File: config.mk
export PLATFORM = sky130hd
export DESIGN_NAME = priority_decoder
export DESIGN_NICKNAME = d
export VERILOG_FILES = /design/src/rtl/pdec_pkg.sv /design/src/rtl/pdec_skid.sv /design/src/rtl/priority_decoder.sv
export SDC_FILE = /design/constraint.sdc
export NUM_CORES = 1
export LEC_CHECK = 0
export ABC_AREA = 1
export CAP_MARGIN = 10
export CORE_UTILIZATION = 45
export DETAILED_ROUTE_END_ITERATION = 16
export HOLD_SLACK_MARGIN = 0.05
export PLACE_DENSITY_LB_ADDON = 0.2
export SETUP_SLACK_MARGIN = 0.2
export SLEW_MARGIN = 25
export SYNTH_ARGS = -nofsm -noshare
export SYNTH_HDL_FRONTEND = slang
export SYNTH_SLANG_ARGS = --single-unit
File: constraint.sdc
create_clock -name clk -period 3.51 [get_ports clk]
set_input_delay 0.702 -clock clk [delete_from_list [all_inputs] [get_ports clk]]
set_output_delay 0.702 -clock clk [all_outputs]
set_load 0.02 [all_outputs]
File: src/rtl/pdec_pkg.sv
// Shared types and helpers for the registered 4-to-16 one-hot decoder.
// Holds the state encoding, the address/word widths and the one-hot decode.
package pdec_pkg;

   localparam int ADDR_W   = 4;
   localparam int ONEHOT_W = 16;

   typedef enum logic [1:0] {
      IDLE  = 2'd0,
      DRIVE = 2'd1,
      GAP   = 2'd2
   } state_t;

   function automatic logic [ONEHOT_W-1:0] decode(input logic [ADDR_W-1:0] addr);
      logic [ONEHOT_W-1:0] one;
      one    = {{(ONEHOT_W-1){1'b0}}, 1'b1};
      decode = one << addr;
   endfunction

endpackage

File: src/rtl/pdec_skid.sv
// One-entry valid/data holding register for a transfer that arrives while the
// decoder is still busy; clr drops the entry, and a load wins over an unload.
module pdec_skid #(
   parameter int W = 4
) (
   input  logic         clk,
   input  logic         rst_n,
   input  logic         clr,
   input  logic         load,
   input  logic [W-1:0] load_data,
   input  logic         unload,
   output logic         valid,
   output logic [W-1:0] data
);

   logic         valid_r;
   logic [W-1:0] data_r;

   // Entry storage: flush, refill, or drain.
   always_ff @(posedge clk or negedge rst_n) begin
      if (!rst_n) begin
         valid_r <= 1'b0;
         data_r  <= {W{1'b0}};
      end else if (clr) begin
         valid_r <= 1'b0;
      end else if (load) begin
         valid_r <= 1'b1;
         data_r  <= load_data;
      end else if (unload) begin
         valid_r <= 1'b0;
      end
   end

   assign valid = valid_r;
   assign data  = data_r;

endmodule

File: src/rtl/priority_decoder.sv
// Registered 4-to-16 one-hot decoder: drives 1<<addr on {A,B} for HOLD_CYCLES,
// then GAP_CYCLES of zeros. Define PDEC_SKID_EN to add a one-entry pending buffer.
module priority_decoder
   import pdec_pkg::*;
#(
   parameter int HOLD_CYCLES = 4,
   parameter int GAP_CYCLES  = 1
) (
   input  logic              clk,
   input  logic              rst_n,
   input  logic              clr,
   input  logic [ADDR_W-1:0] in_addr,
   input  logic              in_valid,
   output logic              in_ready,
   output logic [7:0]        A,
   output logic [7:0]        B,
   output logic              out_valid,
   output logic              busy
);

   localparam int MAX_CYC   = (HOLD_CYCLES > GAP_CYCLES) ? HOLD_CYCLES : GAP_CYCLES;
   localparam int CNT_W     = $clog2(MAX_CYC + 1);
   localparam int HOLD_LD_I = HOLD_CYCLES - 1;
   localparam int GAP_LD_I  = (GAP_CYCLES > 0) ? (GAP_CYCLES - 1) : 0;
   localparam logic [CNT_W-1:0] HOLD_LD  = HOLD_LD_I[CNT_W-1:0];
   localparam logic [CNT_W-1:0] GAP_LD   = GAP_LD_I[CNT_W-1:0];
   localparam logic [CNT_W-1:0] CNT_ZERO = {CNT_W{1'b0}};
   localparam logic [CNT_W-1:0] CNT_ONE  = CNT_W'(1'b1);
   localparam bit               GAP_EN   = (GAP_CYCLES > 0);

   state_t              state_r, state_s;
   logic [CNT_W-1:0]    cnt_r, cnt_s;
   logic [ADDR_W-1:0]   addr_r, addr_s;
   logic [ONEHOT_W-1:0] word_r;
   logic                out_valid_r;
   logic                busy_r;
   logic                in_ready_s;
   logic                take_s;
   logic                finish_s;
   logic                pend_valid_s;
   logic [ADDR_W-1:0]   pend_addr_s;

`ifdef PDEC_SKID_EN
   logic pend_load_s;
   logic pend_unload_s;

   assign in_ready_s = ((state_r == IDLE) || !pend_valid_s) && !clr;

   // A busy-time transfer is parked unless it can start directly on the final cycle.
   assign pend_load_s   = take_s && (state_r != IDLE) && !(finish_s && !pend_valid_s);
   assign pend_unload_s = finish_s && pend_valid_s;

   pdec_skid #(
      .W(ADDR_W)
   ) u_skid (
      .clk       (clk),
      .rst_n     (rst_n),
      .clr       (clr),
      .load      (pend_load_s),
      .load_data (in_addr),
      .unload    (pend_unload_s),
      .valid     (pend_valid_s),
      .data      (pend_addr_s)
   );
`else
   assign in_ready_s   = (state_r == IDLE) && !clr;
   assign pend_valid_s = 1'b0;
   assign pend_addr_s  = {ADDR_W{1'b0}};
`endif

   assign take_s   = in_valid && in_ready_s;
   assign finish_s = (cnt_r == CNT_ZERO) &&
                     ((state_r == GAP) || ((state_r == DRIVE) && !GAP_EN));

   // Next-state, counter and latched-address selection.
   always_comb begin
      state_s = state_r;
      cnt_s   = cnt_r;
      addr_s  = addr_r;
      if (clr) begin
         state_s = IDLE;
         cnt_s   = CNT_ZERO;
      end else if (finish_s) begin
         if (pend_valid_s) begin
            state_s = DRIVE;
            cnt_s   = HOLD_LD;
            addr_s  = pend_addr_s;
         end else if (take_s) begin
            state_s = DRIVE;
            cnt_s   = HOLD_LD;
            addr_s  = in_addr;
         end else begin
            state_s = IDLE;
            cnt_s   = CNT_ZERO;
         end
      end else begin
         case (state_r)
            IDLE: begin
               if (take_s) begin
                  state_s = DRIVE;
                  cnt_s   = HOLD_LD;
                  addr_s  = in_addr;
               end else begin
                  cnt_s = CNT_ZERO;
               end
            end
            DRIVE: begin
               if (cnt_r != CNT_ZERO) begin
                  cnt_s = cnt_r - CNT_ONE;
               end else begin
                  state_s = GAP;
                  cnt_s   = GAP_LD;
               end
            end
            GAP: begin
               cnt_s = cnt_r - CNT_ONE;
            end
            default: begin
               state_s = IDLE;
               cnt_s   = CNT_ZERO;
            end
         endcase
      end
   end

   // State registers plus outputs registered from the next state.
   always_ff @(posedge clk or negedge rst_n) begin
      if (!rst_n) begin
         state_r     <= IDLE;
         cnt_r       <= CNT_ZERO;
         addr_r      <= {ADDR_W{1'b0}};
         word_r      <= {ONEHOT_W{1'b0}};
         out_valid_r <= 1'b0;
         busy_r      <= 1'b0;
      end else begin
         state_r     <= state_s;
         cnt_r       <= cnt_s;
         addr_r      <= addr_s;
         word_r      <= (state_s == DRIVE) ? decode(addr_s) : {ONEHOT_W{1'b0}};
         out_valid_r <= (state_s == DRIVE);
         busy_r      <= (state_s != IDLE);
      end
   end

   assign in_ready  = in_ready_s;
   assign A         = word_r[15:8];
   assign B         = word_r[7:0];
   assign out_valid = out_valid_r;
   assign busy      = busy_r;

endmodule

==> results of run 1 <==
## cells by family (layout without fill, tap and decap cells)
| family | Yosys count | in the layout | synth area share (%) |
|---|---|---|---|
| AND/OR/NAND/NOR | 68 | 68 | 27.9 |
| flip-flops | 27 | 27 | 59.9 |
| buffers and inverters | 17 | 47 | 6.32 |
| AO/OA/AOI/OAI | 5 | 5 | 2.88 |
| adder cells (fa/ha/maj) | 2 | 2 | 2.22 |
| XOR/XNOR | 1 | 1 | 0.776 |
## cells in the final DEF (no fill, tap or decap), drive strengths merged
cell / instances
a21oi: 3
nand3: 9
or2: 1
clkinv: 1
nor2: 22
nand4: 6
inv: 16
ha: 2
nand2: 29
dfrtp: 27
clkdlybuf4s50: 26
nor3: 1
clkbuf: 3
xor2: 1
o21ai: 2
buf: 1
## power breakdown
group          internal [mW]  leakage, nW  switching (mW)
Sequential             0.327        0.368         0.00750
Clock                 0.0426       0.0177          0.0868
Combinational         0.0431        0.326          0.0767
## stage by stage
step	total power [mW]	instance area, um2
floorplan	0.419	1130
global placement	0.457	1420
detailed placement	0.461	1420
CTS	0.589	1450
global route	0.621	1450
finish	0.584	1450
## synthesized netlist by cell type
master and instances:
inv_2 1, xor2_1 1, or2_2 1, dfrtp_1 27, a21oi_2 1, ha_1 2
nand2_1 25, nor3_1 1, nand4_1 6, nand3_4 1, nor2_1 21, inv_1 15
o21ai_1 1, o21ai_2 1, buf_6 1, nand2_2 4, nand3_1 8, a21oi_1 2
nor2_4 1
## state kept, by name, summed over array words and instances, names as in the netlist
signal,count
out_valid,1
word_r,16
cnt_r,3
addr_r,4
state_r,2
busy,1
## path summary, 6_finish.rpt
path                                  from        end  slack [ns]
worst max register to register  state_r[1]  word_r[5]        1.99
worst min-delay path              cnt_r[2]   cnt_r[2]        0.56
min in group asynchronous            rst_n  word_r[9]        0.73
worst max-delay path                   clr   in_ready        0.67
worst min register to register    cnt_r[2]   cnt_r[2]        0.56
max in group asynchronous            rst_n  addr_r[3]        2.52
## final cells by class
| class | instances | area (um2) | share of cell area (%) |
|---|---|---|---|
| well taps | 28 | 35.0 | 2.42 |
| flip-flops and latches | 27 | 676 | 46.7 |
| inverters | 16 | 60.1 | 4.15 |
| repair buffers | 27 | 268 | 18.5 |
| clock inverters | 1 | 5.00 | 0.346 |
| multi-input cells | 76 | 382 | 26.4 |
| clock buffers | 3 | 22.5 | 1.56 |
## routing by layer
layer  vias up  global-route usage, %  share of wire, %
met1       403                   24.0                46
li1        437                      -                 -
met5         -                      0                 0
met2        20                   28.4                50
met4         0                   5.41              0.81
met3         2                   2.92               3.8
## tightest hold or removal path, cell delays in order, from the launching register on
cell and delay, ns:
dfrtp_1 0.38, xor2_1 0.07, nand2_1 0.06, nor2_1 0.03
==> metrics, run 1 <==
placed cells ~170; Post-CTS Setup Repair Bufs 0; Die X roughly 52 um; Final Slew Violations 0; CP Launch Type input pin; via count about 860; f_max 352 MHz; fin crit share slightly above 80%; Arr. time, crit path ~2.1 ns; crit path capture type primary output; grt total ovfl 0; core area about 2300 um2; Total GRT Usage about 18%; CP peak stage delay about 0.63 ns; layout cells sized above 1 between 10% and 20%; sequential-to-total area share from yosys stat roughly three fifths; HPWL Detailed approximately 1500 um; critical path, cell by cell clkdlybuf4s50_1, nor3_1, clkdlybuf4s50_1; Hold WS 0.557 ns; clk slew on worst S/H paths approximately 0.13 ns; Root Buffer clkbuf_4; die area approximately 2700 um2; worst rel slew slack 78.1%; clock skew roughly 0.017 ns; Die Y 52.1 um; CTS sink count 27; total iterations of the first detailed-routing run 4; LEAKAGE around 0.71 nW; Synth Register Bits 27; initial core utilization roughly 50%; unique cell type count in the Yosys netlist 19; # DRC 0; Starting DRT DRC Count 16; fin worst setup slack around 0.67 ns; Area contributors post-synth dfrtp_1 (60%), nand2_1 (8.3%), nor2_1 (7.0%); max_cap viols 0; area share of the largest cell type after synthesis approximately three fifths; final wirelength 1970 um; Pwr Density just over 400 nW/um2; H-Tree Depth 1; Mapped Nets 130; first-pass GRT wire length about 3500 um; total CTS buffers 3; vias in the first global route roughly 760; Final nets about 160; Routed WL per cell 11.1 um; Crit. path cell count 3; fin util 63.0%; num rows 17; number of diodes 0; Worst EP required approximately 2.8 ns; VDD IR-drop max ~0.29 mV; Buf+Inv Stages, Crit Path 2; cell repeated most along the worst path clkdlybuf4s50_1; initial antenna violation count 0; Register-to-Register Path Depth 5; CP top delay family buffers and inverters; CTS tree done; min Tclk post-route 2.84 ns; Vias/cell about 4.8; Synth Cell Area about 1100 um2; hold crit path type reg2reg; Post-Syn Instances 120; mean area per synthesized cell approximately 9.4 um2; Final Hold Viols 0; filler instances between 200 and 250; Setup violations, final 0; largest net degree at the start of global routing 28; RePlAce Congestion between 0.7 and 0.8; clk buf depth 2; P&R area growth vs syn 28.3%; post_cts resized 0; Worst-Skew Late Latency ~0.32 ns; status complete, no violations; CP max stage cell clkdlybuf4s50_1; I/O pin cnt 27; WHS Path Cells 3; Hold-fix buffers, CTS 0; Worst-Margin Slew between 0.3 and 0.4 ns; Port Buffers 26; yosys warns 0; pre-CTS setup slack roughly 0.65 ns; final std cells w/o fill roughly 180; RSZ-0062 raised after global routing false; crit-path max FO 7; largest area contributor in the synthesized netlist dfrtp_1; ANT nets after route 0; final setup TNS 0 ns; crit path kind in2out
Power figures use the tool's default switching activity.
==> run 2: changes to the inputs <==
- clock period: 3.51 -> 2.8 ns (I/O delays scaled with it)
==> run 2 against run 1 <==
Net effect:
- sequential power up 25%
- cell count up 0.56%
- global-route usage up 0.12 points
- via count down 0.46%
- combinational power up 26%
- register-to-register slack worse by 0.70 ns
- utilization up 0.27 points
- non-clock buffer count up 1
==> metrics, run 2 (synthesis results as in run 1) <==
status complete, no violations; HPWL Detailed 1500 um (+1.3%); r2r setup slk 1.29 ns (-0.70 ns); CP max stage cell clkdlybuf4s50_1; core area 2300 um2 (unchanged); crit path capture type primary output; Register-to-Register Path Depth 5 (unchanged); Pwr Density 502 nW/um2 (+24%); Routed WL per cell 10.8 um (-2.1%); Worst-Skew Late Latency 0.31 ns (about the same); biggest regs word_r: 16 flops, addr_r: 4 flops, cnt_r: 3 flops; grt total ovfl 0 (unchanged); Die Y 52.1 um (unchanged); number of diodes 0 (unchanged); Worst-Margin Slew 0.320 ns (-0.00856 ns); Hold-fix buffers, CTS 0 (unchanged); clk slew on worst S/H paths 0.13 ns (about the same); I/O pin cnt 27 (unchanged); Hold Path Origin addr_r[1]; total iterations of the first detailed-routing run 4 (unchanged); ANT nets after route 0 (unchanged); LEAKAGE 0.713 nW (+0.29%); CP Launch Type input pin; P&R area growth vs syn 28.8%; fin worst setup slack 0.447 ns (-0.219 ns); num rows 17 (unchanged); critical path, cell by cell clkdlybuf4s50_1, nor3_1, clkdlybuf4s50_1; H-Tree Depth 1 (unchanged); Final Hold Viols 0 (unchanged); post_cts resized 0 (unchanged); die area 2710 um2 (unchanged); final setup TNS 0 ns (unchanged); WHS Path Cells 2 (-1); total CTS buffers 3 (unchanged); # DRC 0 (unchanged); first-pass GRT wire length 3440 um (-0.98%); Post-CTS Setup Repair Bufs 0 (unchanged); initial antenna violation count 0 (unchanged); max_cap viols 0 (unchanged); crit path kind in2out; f_max 425 MHz; Min-Delay Endpoint addr_r[1]; reg2reg end word_r[2]; Most flops, register word_r; via count 858 (-0.46%); Die X 52.1 um (unchanged); CTS tree done; Setup violations, final 0 (unchanged); Root Buffer clkbuf_4; CTS sink count 27 (unchanged); r2r startpoint state_r[1]; min Tclk post-route approximately 2.4 ns; pre-CTS setup slack 0.432 ns (-0.222 ns); Vias/cell 4.79 (-1.0%); commonest non-fill, non-tap cell in the layout dfrtp_1; Final nets 162 (+0.62%); clk buf depth 2 (unchanged); fin crit share approximately 84%; final instance area 1450 um2 (+0.43%); RSZ-0062 raised after global routing false; vias in the first global route 828 (+8.8%); Total GRT Usage 17.7% (+0.12 points); Arr. time, crit path 1.79 ns (-0.35 ns); flip-flop count of the largest register after layout 16 (unchanged); initial core utilization 49.1% (unchanged); worst rel slew slack 78.6% (+0.57 points); clock skew 0.00630 ns (-0.0108 ns); Hold WS 0.558 ns (+0.00108 ns); final wirelength 1940 um (-1.6%); Port Buffers 26 (unchanged); layout cells sized above 1 9.93% (-0.066 points); filler instances 191 (-7.7%); cell repeated most along the worst path clkdlybuf4s50_1; hold crit path type reg2reg; VDD IR-drop max 0.307 mV (+6.0%); Final Slew Violations 0 (unchanged); Worst EP required 2.24 ns (-0.57 ns); highest-count cells in the layout ignoring fill and taps dfrtp_1 (27), clkdlybuf4s50_1 (26), nand2_1 (25); RePlAce Congestion 0.767 (+1.9%); largest net degree at the start of global routing 28 (unchanged); CP peak stage delay 0.63 ns (about the same); DP Area 1430 um2 (+0.53%); Starting DRT DRC Count 11 (-5); crit-path max FO 2 (-5)
-- run 2: how the worst max path moves through the flow --
stage                to  slack [ns]  startpoint
2_1_floorplan  in_ready        1.18         clr
3_3_place_gp   in_ready        0.46         clr
3_5_place_dp   in_ready        0.43         clr
4_1_cts        in_ready        0.43         clr
5_1_grt        in_ready        0.41         clr
6_report       in_ready        0.45         clr
-- run 2: per-layer routing --
layer	global-route usage (%)	wire length, um
met1	21.0	838
met2	31.6	1000
met3	2.92	90
met4	6.76	14
met5	0	0
-- run 2: area by class of cell --
| type | count | area (um2) | share of cell area (%) |
|---|---|---|---|
| flip-flops and latches | 27 | 676 | 46.5 |
| multi-input cells | 76 | 382 | 26.2 |
| repair buffers | 28 | 275 | 18.9 |
| inverters | 16 | 60.1 | 4.13 |
| well taps | 28 | 35.0 | 2.41 |
| clock buffers | 4 | 26.3 | 1.81 |
-- run 2: power by group --
part	internal, mW	leakage, nW	switching [mW]
combinational	0.0553	0.331	0.0961
sequential	0.410	0.368	0.00978
clock	0.0556	0.0150	0.102
-- run 2: critical path: cells and delay by family --
family                 cells  cell delay (ns)
buffers and inverters      2             1.05
and+or+nand+nor            1             0.18
-- run 2: metrics by stage --
step                      power [mW]  cells  utilization [%]
after detailed placement       0.579    175             62.1
after global routing           0.777    179             63.3
after CTS                      0.736    179             63.3
after global placement         0.573    175             62.1
final                          0.729    179             63.3
after floorplan                0.525    120                -
